### src/rtl/writeback_queue.sv
// Writeback queue: merges load-unit and ALU register writebacks into one
// register-file write port, with read-address bypass from queued entries.
module writeback_queue #(
    parameter int DEPTH  = 4,
    parameter int B_WORD = 32
) (
    input  logic                    clk_cpu,
    input  logic                    reset,
    input  logic                    ld_valid,
    input  logic [4:0]              ld_adrs,
    input  logic [B_WORD-1:0]       ld_data,
    output logic                    ld_ready,
    input  logic                    alu_valid,
    input  logic [4:0]              alu_adrs,
    input  logic [B_WORD-1:0]       alu_data,
    output logic                    alu_ready,
    output logic                    wr_en,
    output logic [4:0]              wr_adrs,
    output logic [B_WORD-1:0]       wr_data,
    input  logic [4:0]              rd_adrs_a,
    input  logic [4:0]              rd_adrs_b,
    output logic                    fwd_hit_a,
    output logic                    fwd_hit_b,
    output logic [B_WORD-1:0]       fwd_data_a,
    output logic [B_WORD-1:0]       fwd_data_b,
    output logic [$clog2(DEPTH):0]  count,
    output logic                    empty,
    output logic                    full
);

    localparam int PW = $clog2(DEPTH);
    localparam int CW = PW + 1;

    logic [4:0]        mem_adrs [DEPTH];
    logic [B_WORD-1:0] mem_data [DEPTH];
    logic [PW-1:0]     rptr, wptr, alu_slot, idx;
    logic [CW-1:0]     free;
    logic              ld_store, alu_store, deq;

    // Readiness looks only at registered occupancy, never at this cycle's dequeue.
    always_comb begin
        free      = CW'(DEPTH) - count;
        ld_ready  = !reset && (free >= CW'(1));
        alu_ready = !reset && ((free >= CW'(2)) || ((free == CW'(1)) && !ld_valid));
        ld_store  = ld_valid && ld_ready && (ld_adrs != 5'd0);
        alu_store = alu_valid && alu_ready && (alu_adrs != 5'd0);
        alu_slot  = ld_store ? wptr + PW'(1) : wptr;
        deq       = !reset && (count != '0);
        wr_en     = deq;
        wr_adrs   = deq ? mem_adrs[rptr] : '0;
        wr_data   = deq ? mem_data[rptr] : '0;
        empty     = (count == '0);
        full      = (count == CW'(DEPTH));
    end

    always_ff @(posedge clk_cpu) begin
        if (reset) begin
            rptr  <= '0;
            wptr  <= '0;
            count <= '0;
        end else begin
            if (ld_store) begin
                mem_adrs[wptr] <= ld_adrs;
                mem_data[wptr] <= ld_data;
            end
            if (alu_store) begin
                mem_adrs[alu_slot] <= alu_adrs;
                mem_data[alu_slot] <= alu_data;
            end
            wptr  <= wptr + PW'(ld_store) + PW'(alu_store);
            rptr  <= rptr + PW'(deq);
            count <= count + CW'(ld_store) + CW'(alu_store) - CW'(deq);
        end
    end

    // Walk oldest to youngest so the last match left standing is the youngest.
    always_comb begin
        fwd_hit_a  = 1'b0;
        fwd_hit_b  = 1'b0;
        fwd_data_a = '0;
        fwd_data_b = '0;
        idx        = '0;
        for (int unsigned i = 0; i < DEPTH; i++) begin
            idx = rptr + PW'(i);
            if (CW'(i) < count) begin
                if ((rd_adrs_a != 5'd0) && (mem_adrs[idx] == rd_adrs_a)) begin
                    fwd_hit_a  = 1'b1;
                    fwd_data_a = mem_data[idx];
                end
                if ((rd_adrs_b != 5'd0) && (mem_adrs[idx] == rd_adrs_b)) begin
                    fwd_hit_b  = 1'b1;
                    fwd_data_b = mem_data[idx];
                end
            end
        end
        if (reset) begin
            fwd_hit_a  = 1'b0;
            fwd_hit_b  = 1'b0;
            fwd_data_a = '0;
            fwd_data_b = '0;
        end
    end

endmodule

### config.mk
export PLATFORM = sky130hd
export DESIGN_NAME = writeback_queue
export DESIGN_NICKNAME = d
export VERILOG_FILES = /design/src/rtl/writeback_queue.sv
export SDC_FILE = /design/constraint.sdc
export NUM_CORES = 1
export LEC_CHECK = 0
export CORE_ASPECT_RATIO = 1.4
export CORE_UTILIZATION = 51
export CTS_CLUSTER_SIZE = 10
export DETAILED_ROUTE_END_ITERATION = 10
export PLACE_DENSITY = 0.79
export SLEW_MARGIN = 20
export SYNTH_ARGS = -nofsm -noshare
export SYNTH_HDL_FRONTEND = slang
export SYNTH_SLANG_ARGS = --single-unit
### constraint.sdc
create_clock -name clk_cpu -period 4 [get_ports clk_cpu]
set_clock_uncertainty 0.05 [all_clocks]
set_input_delay 0.6 -clock clk_cpu [delete_from_list [all_inputs] [get_ports clk_cpu]]
set_output_delay 0.6 -clock clk_cpu [all_outputs]
set_load 0.05 [all_outputs]
# Word level (Yosys, flattened, before mapping)
# Memories as Yosys holds them, arrays and structs flattened. A register that Yosys moved wholly into a read port is not among the register bits.
# Index checks and enable logic that the tools add are counted.
[totals] elab_cells=104 out_inout_bits=111 register_bits=7 memories=2 inputBits=88 mem_bits_rw=148
[op_classes] reduce_logical=25 n_addsub=11 muxes=47 magnitude_cmp=6 n_eq_ne=10
[memory_table] name="mem_data" words=4 width=32 rd=4 rd_ports_with_merged_regs=1 write_ports=2 line_no="35" rtl="logic [B_WORD-1:0] mem_data [DEPTH];"
[memory_table] name="mem_adrs" words=4 width=5 rd=4 rd_ports_with_merged_regs=1 write_ports=2 line_no="34" rtl="logic [4:0] mem_adrs [DEPTH];"
[op_table] op="two-way mux 32 bit" n=19
[op_table] op="== test 5 bit" n=8
[op_table] op="two-way mux 1 bit" n=24
[op_table] op="nonzero test 5 bit" n=4
[op_table] op="logical AND 1 bit" n=16
[op_table] op="adder 2 x 1 -> 2 bit" n=3
[op_table] op="adder 3 x 1 -> 3 bit" n=2
[op_table] op="< comparator 1 x 3 -> 1 bit, first input constant" n=2
[op_table] op="< comparator 2 x 3 -> 1 bit, first input constant" n=2
[op_table] op="two-way mux 2 bit" n=3
[op_table] op="two-way mux 5 bit" n=1
[op_table] op="adder 2 x 1 -> 2 bit, second input constant" n=2
[op_table] op="adder 2 bit, second input constant" n=2
[op_table] op="== test 3 x 1 -> 1 bit, second input constant" n=1
[op_table] op="== test 3 bit, second input constant" n=1
[op_table] op=">= comparator 3 x 1 -> 1 bit, second input constant" n=1
[op_table] op=">= comparator 3 x 2 -> 1 bit, second input constant" n=1
[op_table] op="logical NOT 3 bit" n=1
[op_table] op="nonzero test 3 bit" n=1
[op_table] op="subtractor 3 x 1 -> 3 bit" n=1
[op_table] op="subtractor 3 bit, first input constant" n=1
[op_table] op="logical NOT 1 bit" n=2
[op_table] op="logical OR 1 bit" n=1

# Depth between registers and ports, before layout
[logic_depth] word_depth=11 ltp_mapped=14

# Worst setup path before layout
# OpenSTA, ideal clock, no wires.
[synth_path] path_kind="register -> register" startpoint="register count[0]" endpoint="memory mem_adrs[3][0], enable pin" setup_ps=393 path_buffers=3 t_arrival_ps=4461 path_slack_ps=-904 stages_incl_launch_ff=13 period_less_slack_ps=4904 path_cell_list="dfxtp_1 > inv_1 > ha_1 > ha_1 > nor4b_1 > nor2_1 > and2_1 > clkbuf_1 > nand3_1 > a21boi_0 > clkbuf_1 > buf_2 > a21o_1"
[synth_lines] element="start: declaration" line_no="26" rtl="output logic [$clog2(DEPTH):0] count,"
[synth_lines] element="start signal: assignment" line_no="72" rtl="count <= count + CW'(ld_store) + CW'(alu_store) - CW'(deq);"
[synth_lines] element="end: declaration" line_no="34"

# Worst setup path in the final report
[layout_path] startpoint="register rptr[0]" endpoint="output port fwd_data_b[29]"
[layout_via] elab_chain_cells=11 word_cells_on_any_way=18 cone_classes="3 x add/sub; 3 x eq/ne; 7 x mux; 3 x reduce/logical; 2 x memory"
[layout_lines] element="start: declaration" line_no="36" rtl="logic [PW-1:0] rptr, wptr, alu_slot, idx;"
[layout_lines] element="start signal: assignment" line_no="71" rtl="rptr <= rptr + PW'(deq);"
[layout_lines] element="adder 2 x 1 -> 2 bit" line_no="84" rtl="idx = rptr + PW'(i);"
[layout_lines] element="memory (4 x 5 bit)"
[layout_lines] element="== test 5 bit" line_no="90" rtl="if ((rd_adrs_b != 5'd0) && (mem_adrs[idx] == rd_adrs_b)) begin"
[layout_lines] element="logical AND 1 bit" line_no="90"
[layout_lines] element="two-way mux 32 bit" line_no="90"
[layout_lines] element="two-way mux 32 bit" line_no="85" rtl="if (CW'(i) < count) begin"
[layout_lines] element="two-way mux 32 bit" line_no="90"
[layout_lines] element="two-way mux 32 bit" line_no="85"
[layout_lines] element="two-way mux 32 bit" line_no="90"
[layout_lines] element="two-way mux 32 bit (*)" line_no="85"
[layout_lines] element="two-way mux 32 bit (*)" line_no="96" rtl="if (reset) begin"
[layout_lines] element="end: declaration" line_no="25" rtl="output logic [B_WORD-1:0] fwd_data_b,"
# Mark *: on every way between the ends. The rest lies on a longest branch, timed or not.

==> qor.yml <==
power_and_ir_drop:
  net-switching-power_w: 0.00448
  power_switching_share_pct: 45.0
  clock_power_share_pct: 17.4
  power-per-cell-area_nw_per_um2: 564
  cellLeakagePower_nw: 6.18
  peakVddDrop_mv: 0.547
  p_int_w: 0.00547
  power.share.sequential_pct: 24.0
  combinationalPowerShare_pct: 58.6
critical_path:
  timing.reg2reg.setup_slack_ns: 0.24
  path_common_cell: "sky130_fd_sc_hd__clkbuf_16"
  critPathLaunchType: "flop"
  crit_arrival_ns: 3.44
  number_of_cell_instances_on_the_worst_register_to_register_path: 11
  worstPathRequired_ns: 3.35
  path_delay_family: "compound AO/OA/AOI/OAI gates"
  crit_type: "reg -> out"
  rr_startpoint: "count[0]"
  timing.critical_path.slowest_stage_cell: "sky130_fd_sc_hd__mux4_2"
  critical-path-max-stage-delay_ns: 0.55
  path_cells: "buf_6, clkbuf_16, mux4_2, xor2_2, a211oi_4, a2111oi_4, buf_4, clkbuf_16, a221o_1, a32o_1, buf_12"
  cp_max_fo: 8
  critical_path.endpoint_type: "output pin"
  critical_r2r_capture: "mem_data[1][29]"
  worst_path_buf_inv: 5
grt:
  grt_start_max_net_pins: 82
  grt_pass1_wl_um: 68000
  global_route.overflow_total: 0
  number_of_antenna_violations_at_the_first_check_in_global_routing: 3
  first_global_vias: 12400
  grtUsageTotal_pct: 34.9
drt:
  met2WireLength_um: 24200
  final_wirelength_um: 51000
  maxUsedRoutingLayer: "met4"
  detail_route.first_pass.iterations: 8
  route.vias.total: 12600
  antenna_violating_nets_post_route: 0
  via_per_inst: 6.99
  drcViolationCount: 0
  route.layer.met1.wl_um: 16600
  routed-wl-met3_um: 6150
  wl_per_cell_um: 28.3
  detailedRoute.firstIterationViolations: 1563
logic_synthesis:
  postSynthCellCount: 1260
  asyncSetResetFlopFracSynth_pct: 0
  postSynthNetCount: 1364
  synth_area_per_cell_um2: 10.4
  synth_seq_cells: 155
  yosysTopAreaCellShare_pct: 34.0
  cell_taking_the_most_area_after_synthesis: "sky130_fd_sc_hd__edfxtp_1"
  synth_enable_flop_cells: 148
  synth.cell_area_um2: 13100
  synthDistinctLibCells: 62
  seq_area_frac_synth_pct: 35.0
  top_ff_cell_synth: "sky130_fd_sc_hd__edfxtp_1"
  ys_top_cells_by_area: "sky130_fd_sc_hd__edfxtp_1 34%, sky130_fd_sc_hd__mux2_2 18%, sky130_fd_sc_hd__mux2i_1 7.9%"
  yosys_warnings: 0
min_path:
  hold-path-endpoint: "rptr[0]"
  hp-class: "in -> reg"
  hold_path_startpoint: "reset"
  hold_path_depth: 2
cts:
  cts-htree-levels: 4
  cts.clk_slew.worst_paths_ns: 0.06
  insertion_delay_ns: 0.44
  clockRootBuffer: "sky130_fd_sc_hd__clkbuf_16"
  cts_max_path_buffers: 2
  cts_tree: "built"
  ctsHoldBuffers: 0
  cts_buffers: 17
  clkSinkCount: 155
status:
  failing_checks: "setup timing"
  outcome: "finished with violations"
floorplan:
  die-width_um: 137
  die_h_um: 192
  ioPinCount: 199
  start_util_pct: 51.7
  floorplan.core_area_um2: 25300
  die_area_um2: 26300
  rows: 69
layout:
  post_route_cells_drive_above_1_share_pct: 35.7
  total_nets_final: 1571
  mostFrequentLayoutCells: "211 x sky130_fd_sc_hd__mux2_2, 148 x sky130_fd_sc_hd__edfxtp_1, 128 x sky130_fd_sc_hd__clkdlybuf4s50_1"
  most_frequent_standard_cell_in_the_layout_excluding_fill_and_tap_cells: "sky130_fd_sc_hd__mux2_2"
  total_of_fill_cells_in_the_finished_design: 1708
  flow.area_growth_from_synthesis_pct: 34.8
timing:
  timing.slew.headroom_pct: 46.0
  final_hold_viol_count: 0
  fin_worst_setup_slack_ns: -0.0895
  worst_hold_slack_ns: 0.403
  worstMarginPinSlew_ns: 0.807
  slew_viol_final: 0
  final_setup_violating_endpoints: 20
  fin_crit_sh_pct: 102
  achievable-frequency_ghz: 0.245
  timing.setup.tns_ns: -0.615
  grt_setup_unrepaired: "yes"
  min_cycle_time_layout_ns: 4.09
placement:
  replace_congestion: 0.906
  buffer_ports.inserted: 198
  detailedPlacementHpwl_um: 28200
run:
  drv_cap: 0
==> cells by family (layout without fill, tap and decap cells) <==
logic type | Yosys count | after routing | share of synthesized area, %
adders and majority gates | 16 | 16 | 1.70
DFF | 155 | 155 | 35.0
AOI/OAI and AO/OA | 253 | 253 | 14.2
and+or+nand+nor | 330 | 331 | 12.0
muxes | 334 | 334 | 29.5
other | 0 | 4 | 0
xor gates and xnor gates | 38 | 38 | 2.54
buffers and inverters | 134 | 353 | 5.10
==> repair_timing <==
item,4_1_cts,5_1_grt
cloned,4,13
pin swaps,8,31
setup endpoints to repair,65,70
buffers inserted,15,25
gates resized for setup,12,73
==> worst register-to-register path, stage by stage (launching register included) <==
cell                      delay [ns]
sky130_fd_sc_hd__dfxtp_2        0.39
sky130_fd_sc_hd__inv_1          0.13
sky130_fd_sc_hd__ha_1           0.25
sky130_fd_sc_hd__ha_1           0.29
sky130_fd_sc_hd__nor4b_1        0.30
sky130_fd_sc_hd__nor2_2         0.08
sky130_fd_sc_hd__and2_1         0.30
sky130_fd_sc_hd__inv_1          0.24
sky130_fd_sc_hd__nor3_1         0.10
sky130_fd_sc_hd__o21ai_4        0.65
sky130_fd_sc_hd__buf_4          0.37
sky130_fd_sc_hd__mux2_2         0.36
==> synthesized netlist by cell type (all sizes together) (23+ instances only) <==
library cell	n
o2bb2ai	23
nor4	30
a211o	26
mux2	211
edfxtp	148
mux2i	103
a31oi	32
nor2	127
a221oi	23
o221ai	33
clkbuf	52
a21oi	47
nand2	77
and2	41
xnor2	26
buf	69
o21ai	34
==> per-stage QoR <==
| step | instance area (um^2) | std cells | utilization (%) | power [W] | setup WS [ns] |
|---|---|---|---|---|---|
| 2_1_floorplan | 13100 | 1260 | - | 0.00589 | 0.0488 |
| 3_3_place_gp | 15900 | 1711 | 62.7 | 0.00741 | 0.155 |
| 3_5_place_dp | 15900 | 1711 | 62.7 | 0.00753 | 0.109 |
| 4_1_cts | 16800 | 1762 | 66.3 | 0.00942 | -0.0236 |
| 5_1_grt | 17600 | 1802 | 69.7 | 0.0103 | -0.161 |
| 6_report | 17600 | 1803 | 69.7 | 0.00995 | -0.0895 |
==> per-layer routing <==
layer	vias up	track usage (%)
li1	5266	-
met3	321	6.26
met5	-	0
met2	1032	59.1
met4	0	23.6
met1	5992	39.6
==> power groups by stage <==
| stage | combinational [W] | clock, W | sequential [W] |
|---|---|---|---|
| after floorplan | 0.00352 | 0 | 0.00236 |
| after global placement | 0.00502 | 0 | 0.00239 |
| after detailed placement | 0.00512 | 0 | 0.00241 |
| after CTS | 0.00532 | 0.00172 | 0.00238 |
| after global routing | 0.00608 | 0.00179 | 0.00241 |
| final | 0.00583 | 0.00173 | 0.00239 |
==> flip-flops by register name (all words and copies together), names as in the netlist <==
signal	count
count	3
mem_adrs	20
mem_data	128
rptr	2
wptr	2
==> how the worst max path moves through the flow <==
stage	slack (ns)	start	endpoint	cells past startpoint
2_1_floorplan	0.05	count[0]	mem_adrs[3][0]	12
3_3_place_gp	0.16	rd_adrs_b[3]	fwd_data_b[30]	8
3_5_place_dp	0.11	rd_adrs_b[3]	fwd_data_b[30]	8
4_1_cts	-0.02	rptr[0]	fwd_data_b[1]	8
5_1_grt	-0.16	rptr[0]	fwd_data_b[29]	11
6_report	-0.09	rptr[0]	fwd_data_b[29]	11
==> layout make-up <==
class	count	area [um^2]	share of cell area, %
diodes	4	10.0	0.0568
clock buffers	17	425	2.41
clock inverters	15	195	1.11
inverters	13	53.8	0.305
multi-input cells	972	8350	47.4
flip-flops and latches	155	4600	26.1
well taps	319	399	2.26
repair buffers	308	3600	20.4
Note: power is estimated with default switching activity, not from simulation.
==> edit 1: new RTL, config.mk and constraints unchanged <==
Put one more register stage on the output `count`, without a reset. The value now appears one clock later. The other outputs are not delayed to match.
--- a/src/rtl/writeback_queue.sv
+++ b/src/rtl/writeback_queue.sv
@@ -33,2 +33,4 @@
 
+    logic [$clog2(DEPTH):0] count_s0;
+
     logic [4:0]        mem_adrs [DEPTH];
@@ -41,3 +43,3 @@
     always_comb begin
-        free      = CW'(DEPTH) - count;
+        free      = CW'(DEPTH) - count_s0;
         ld_ready  = !reset && (free >= CW'(1));
@@ -47,3 +49,3 @@
         alu_slot  = ld_store ? wptr + PW'(1) : wptr;
-        deq       = !reset && (count != '0);
+        deq       = !reset && (count_s0 != '0);
         wr_en     = deq;
@@ -51,4 +53,4 @@
         wr_data   = deq ? mem_data[rptr] : '0;
-        empty     = (count == '0);
-        full      = (count == CW'(DEPTH));
+        empty     = (count_s0 == '0);
+        full      = (count_s0 == CW'(DEPTH));
     end
@@ -59,3 +61,3 @@
             wptr  <= '0;
-            count <= '0;
+            count_s0 <= '0;
         end else begin
@@ -71,3 +73,3 @@
             rptr  <= rptr + PW'(deq);
-            count <= count + CW'(ld_store) + CW'(alu_store) - CW'(deq);
+            count_s0 <= count_s0 + CW'(ld_store) + CW'(alu_store) - CW'(deq);
         end
@@ -84,3 +86,3 @@
             idx = rptr + PW'(i);
-            if (CW'(i) < count) begin
+            if (CW'(i) < count_s0) begin
                 if ((rd_adrs_a != 5'd0) && (mem_adrs[idx] == rd_adrs_a)) begin
@@ -103,2 +105,6 @@
 
+    always_ff @(posedge clk_cpu) begin
+        count <= count_s0;
+    end
+
 endmodule
Function: changed (a bounded check fails within 4 cycles, from zero or initial values and one cycle with reset high).
==> edit 1 against the original RTL <==
  * Core utilization grew 1.3 points
  * Die area grew 3.2%
  * Sequential power grew 4%
  * The run still ends with negative setup slack left
  * Highest routed layer unchanged
  * First-iteration DRC count shrank 14%
  * Total power shrank 1.6%
  * Largest power group unchanged
  * Sequential cell count grew 3
  * Setup slack gained 0.052 ns
  * Area after synthesis grew 3.3%
  * Count of clock-buffer cells in the layout grew 4
  * Sequential share of layout area shrank 0.98 points
  * Wire length shrank 2.5%
  * Design area grew 5.2%
==> edit 1: results (changes against the original RTL) <==
| Metric | Value |
|---|---|
| Worst hold path class | `reg2reg` |
| Global-route wire length before repair | `68800 um (+1.2%)` |
| Tightest Pin Transition | `1.09 ns (+0.282 ns)` |
| Biggest regs | `mem_data x128, mem_adrs x20` |
| DP Wirelength | `29500 um (+4.3%)` |
| Cell Area, Placed | `0.0169 mm^2 (+6.7%)` |
| Critical path arrival | `3.39 ns (-0.05 ns)` |
| Vias per cell | `6.91 (-1.3%)` |
| Peak supply drop | `0.412 mV (-25%)` |
| Status | `finished, violations left` |
| Pre-Repair DR Iteration Count | `6 (-2)` |
| Max FFs per register | `128 (unchanged)` |
| Worst Slack Setup Final | `-0.0371 ns (+0.0525 ns)` |
| Proportion of layout cells with a drive suffix above 1 | `34.5% (-1.3 points)` |
| Leakage | `6.47 nW (+4.6%)` |
| Layout net count | `1658 (+5.5%)` |
| Unique masters post-synth | `57 (-8.1%)` |
| Syn. warnings | `0 (unchanged)` |
| Largest net degree at the start of global routing | `224 (+170%)` |
| Last weighted congestion value of the routability-driven placer | `0.974 (+7.5%)` |
| Post-synth top flop | `edfxtp_1` |
| Initial DRC Count | `1350 (-14%)` |
| Vias in the first global route | `12600 (+1.3%)` |
| Asr flop ratio synth | `0% (unchanged)` |
| Reg clk slew, reported paths | `0.07 ns` |
| Number of synthesized flops with an enable pin | `148 (unchanged)` |
| Tot GR Track Use | `33.1% (-1.8 points)` |
| Clk_lat worst skew | `0.45 ns` |
| CTS Buf Count | `17 (unchanged)` |
| Failing checks | `negative setup slack` |
| Post-Syn Nets | `1449 (+6.2%)` |
| Final setup TNS | `-0.240 ns (+0.374 ns)` |
| Sequential share of the synthesized area | `34.4% (-0.67 points)` |
| Top cells by count, synth | `mux2_2 (151), edfxtp_1 (148), nand2_1 (134)` |
| Routed length per instance | `26.3 um (-7.1%)` |
| # port buffers | `198 (unchanged)` |
| Area contributors post-synth | `edfxtp_1 (33%), mux2_2 (13%), mux4_2 (7.3%)` |
| Peak fanout along the critical path | `16 (+8)` |
| Initial antenna violation count | `1 (-2)` |
| CTS max path bufs | `2 (unchanged)` |
| Yosys top cell area share | `32.9% (-1.1 points)` |
| CTS root buf | `clkbuf_16` |
| H-tree levels | `4 (unchanged)` |
| Final setup viols | `18 (-10%)` |
==> edit 1: cell count changes after synthesis, sizes merged, moves of 23 or more <==
cell,change
a211oi,+54
nor2b,+65
mux2,-60
a311oi,+31
mux4,+24
a221oi,-23
a22oi,+30
o32ai,+32
o221ai,-33
nor2,-50
nand2,+57
o21ai,+35
a211o,-24
==> edit 1: final timing paths <==
path                     from  slack, ns         endpoint  depth (start not counted)
hold reg to reg   count_s0[0]       0.37         count[0]                          0
setup reg to reg  count_s0[0]       0.48  mem_data[3][13]                         10
hold / removal    count_s0[0]       0.37         count[0]                          0
setup / recovery      rptr[1]      -0.04    fwd_data_a[9]                         11
==> edit 1: cell type report <==
cell class | count | area, um^2
antenna | 1 | 2.50
clock inverter | 11 | 71.3
sequential | 158 | 4650
clock buffer | 21 | 440
multi-input combinational | 1037 | 8760
fill | 1816 | 7560
tap | 324 | 405
timing repair buffer | 326 | 4150
inverter | 14 | 53.8
==> edit 1: cells by family (layout without fill, tap and decap cells) <==
group                      Yosys count  after routing  share of synthesized area, %
DFF                                158            158                          34.4
adders and majority gates           16             16                          1.65
buffers and inverters              150            372                          5.28
muxes                              279            279                          26.3
and+or+nand+nor                    357            357                          12.7
AOI/OAI and AO/OA                  344            344                          17.0
xor gates and xnor gates            41             41                          2.66
other                                0              1                             0
==> edit 1: stage by stage <==
step	hold WS [ns]	std cells	util, %	worst slack (ns)	power [mW]
finish	0.373	1892	71.0	-0.0371	9.78
global route	0.383	1892	71.0	-0.133	10.2
CTS	0.372	1856	67.3	0.00942	9.34
detailed placement	0.363	1815	64.9	0.136	7.81
global placement	0.356	1815	64.9	0.184	7.69
floorplan	0.330	1345	-	0.0331	6.03
==> edit 1: critical path, stage by stage, from the launching register on <==
cell	delay, ns
dfxtp_4	0.43
buf_8	0.16
mux4_2	0.61
xor2_1	0.19
nor4_2	0.28
nand4b_1	0.18
buf_4	0.19
nor2_4	0.20
buf_12	0.23
a22oi_1	0.11
o21ai_1	0.17
buf_12	0.18
==> edit 1: repair_timing <==
action,CTS,global route
endpoints found under the setup margin,81,70
hold buffers,0,0
pin swaps,2,40
setup buffers,8,20
gates cloned,1,15
resized for setup,7,113
==> edit 1: power by group <==
group / total [mW] / switching (mW) / internal [mW]
combinational: 5.83 / 3.53 / 2.30
sequential: 2.48 / 0.250 / 2.23
clock: 1.48 / 0.692 / 0.786
total: 9.78 / 4.48 / 5.31
==> edit 1: layer usage <==
metal	vias to the layer above	GRT usage (%)	share of wire [%]	routed length, um
met4	0	21.4	8.1	4000
met1	6211	38.2	34	17000
li1	5564	-	-	-
met3	291	5.10	9.9	4920
met2	1001	57.0	48	23800
met5	-	0	0	0
==> edit 2: new RTL, config.mk and constraints unchanged <==
Made on the original files. The parameter `DEPTH` goes from 4 to 2.
--- a/src/rtl/writeback_queue.sv
+++ b/src/rtl/writeback_queue.sv
@@ -3,3 +3,3 @@
 module writeback_queue #(
-    parameter int DEPTH  = 4,
+    parameter int DEPTH  = 2,
     parameter int B_WORD = 32
Ports: changed (resized count); port bits go from 199 to 198. The function was not compared with the original's and may differ.
==> edit 2 against the original RTL <==
  * Synthesized cell count down 53%
  * Wire length is 62% lower
  * Sequential cell count fell by 77
  * Setup slack better by 0.20 ns
  * Clock power shrank 55%
  * Design area shrank 46%
  * Count of clock-buffer cells in the layout fell by 4
  * Sequential share of layout area down 1.6 points
  * Via count fell by 55%
  * First-iteration DRC count fell by 81%
  * Register-to-register slack better by 0.79 ns
  * Non-clock buffer count decreased by 91
  * Area after synthesis down 51%
  * Total power down 41%
==> edit 2: results (changes against the original RTL) <==
| Metric | Value |
|---|---|
| Status | `complete, no violations` |
| Post-Syn Nets | `685 (-50%)` |
| Vias in the first global route | `5884 (-53%)` |
| DP Wirelength | `13700 um (-52%)` |
| Vias per cell | `6.11 (-13%)` |
| CTS Buf Count | `9 (-8)` |
| Worst hold path class | `reg2reg` |
| # port buffers | `197 (-0.51%)` |
| Clk_lat worst skew | `0.35 ns (-0.09 ns)` |
| Post-CTS sizing | `0 (-12)` |
| Biggest regs | `mem_data x64, mem_adrs x10, count x2` |
| Last weighted congestion value of the routability-driven placer | `0.872 (-3.8%)` |
| Initial DRC Count | `291 (-81%)` |
| Peak supply drop | `0.418 mV (-24%)` |
| Layout net count | `858 (-45%)` |
| Largest net degree at the start of global routing | `64 (-22%)` |
| Pre-Repair DR Iteration Count | `5 (-3)` |
| Sequential share of the synthesized area | `35.6% (+0.54 points)` |
| Area share of fa/ha/maj cells after synthesis | `1.39% (-0.31 points)` |
| Worst slew margin | `49.9% (+3.9 points)` |
| Post-synthesis mux area share | `30.3% (+0.82 points)` |
| Worst R2R Start | `count[1]` |
| Tot GR Track Use | `28.6% (-6.3 points)` |
| Proportion of layout cells with a drive suffix above 1 | `38.6% (+2.8 points)` |
| Crit-path leading delay family | `simple AND/OR/NAND/NOR gates` |
| Synth Area in Compound Gates | `12.0% (-2.2 points)` |
| Antenna diodes | `0 (-4)` |
| Critical Path Source | `rptr` |
| Unique masters post-synth | `42 (-32%)` |
| Number of synthesized flops with an enable pin | `74 (-50%)` |
| Hold path startpoint | `rptr` |
-- edit 2: cell types whose count changed after synthesis, sizes merged, moves of 33 or more --
cell	unedited run	this run
mux2	211	129
nor2	127	37
buf	69	30
edfxtp	148	74
o221ai	33	0
mux2i	103	41
nand2	77	4
-- edit 2: final timing paths --
kind | slack [ns] | cells past startpoint | end
worst max register to register | 1.03 | 8 | mem_data[1][21]
worst max-delay path | 0.11 | 8 | fwd_data_a[3]
worst min register to register | 0.67 | 2 | rptr
worst min-delay path | 0.67 | 2 | rptr
-- edit 2: cells by family after synthesis --
kind of cell,after synthesis
compound gates,112
xor+xnor,23
fa+ha+maj,7
buf+inv,64
flops,78
mux,170
simple gates,138
-- edit 2: metrics by stage --
stage          worst slack, ns  instance area (um^2)  cells
2_1_floorplan           0.0682                  6470    592
3_3_place_gp             0.240                  9150    904
3_5_place_dp             0.173                  9150    904
4_1_cts                 0.0950                  9430    920
5_1_grt                0.00684                  9440    920
6_report                 0.110                  9440    920
-- edit 2: power breakdown --
| part | total [mW] | switching [mW] | internal [mW] |
|---|---|---|---|
| sequential | 1.29 | 0.167 | 1.12 |
| combinational | 3.84 | 2.25 | 1.59 |
| clock | 0.771 | 0.318 | 0.453 |
| total | 5.90 | 2.73 | 3.17 |
-- edit 2: worst reg2reg max path, cell delays in order, from the launching register on --
cell	delay [ns]
dfxtp_1	0.46
inv_1	0.14
ha_1	0.29
a21oi_1	0.20
nand2_1	0.08
a21oi_1	0.49
nor2b_4	0.26
buf_4	0.35
mux2_2	0.40
-- edit 2: area by class of cell --
class	count	area [um^2]
Sequential cell	78	2310
Clock inverter	3	20.0
Multi-Input combinational cell	450	3860
Inverter	9	33.8
Timing Repair Buffer	217	2770
Tap cell	150	188
Clock buffer	13	260
Fill cell	829	2930
-- edit 2: metal layers --
metal | global-route usage [%] | wire, um | up-vias
met1 | 30.1 | 6970 | 2707
met2 | 53.0 | 10300 | 255
met5 | 0 | 0 | -
met3 | 4.23 | 998 | 63
met4 | 18.3 | 938 | 0
li1 | - | - | 2596
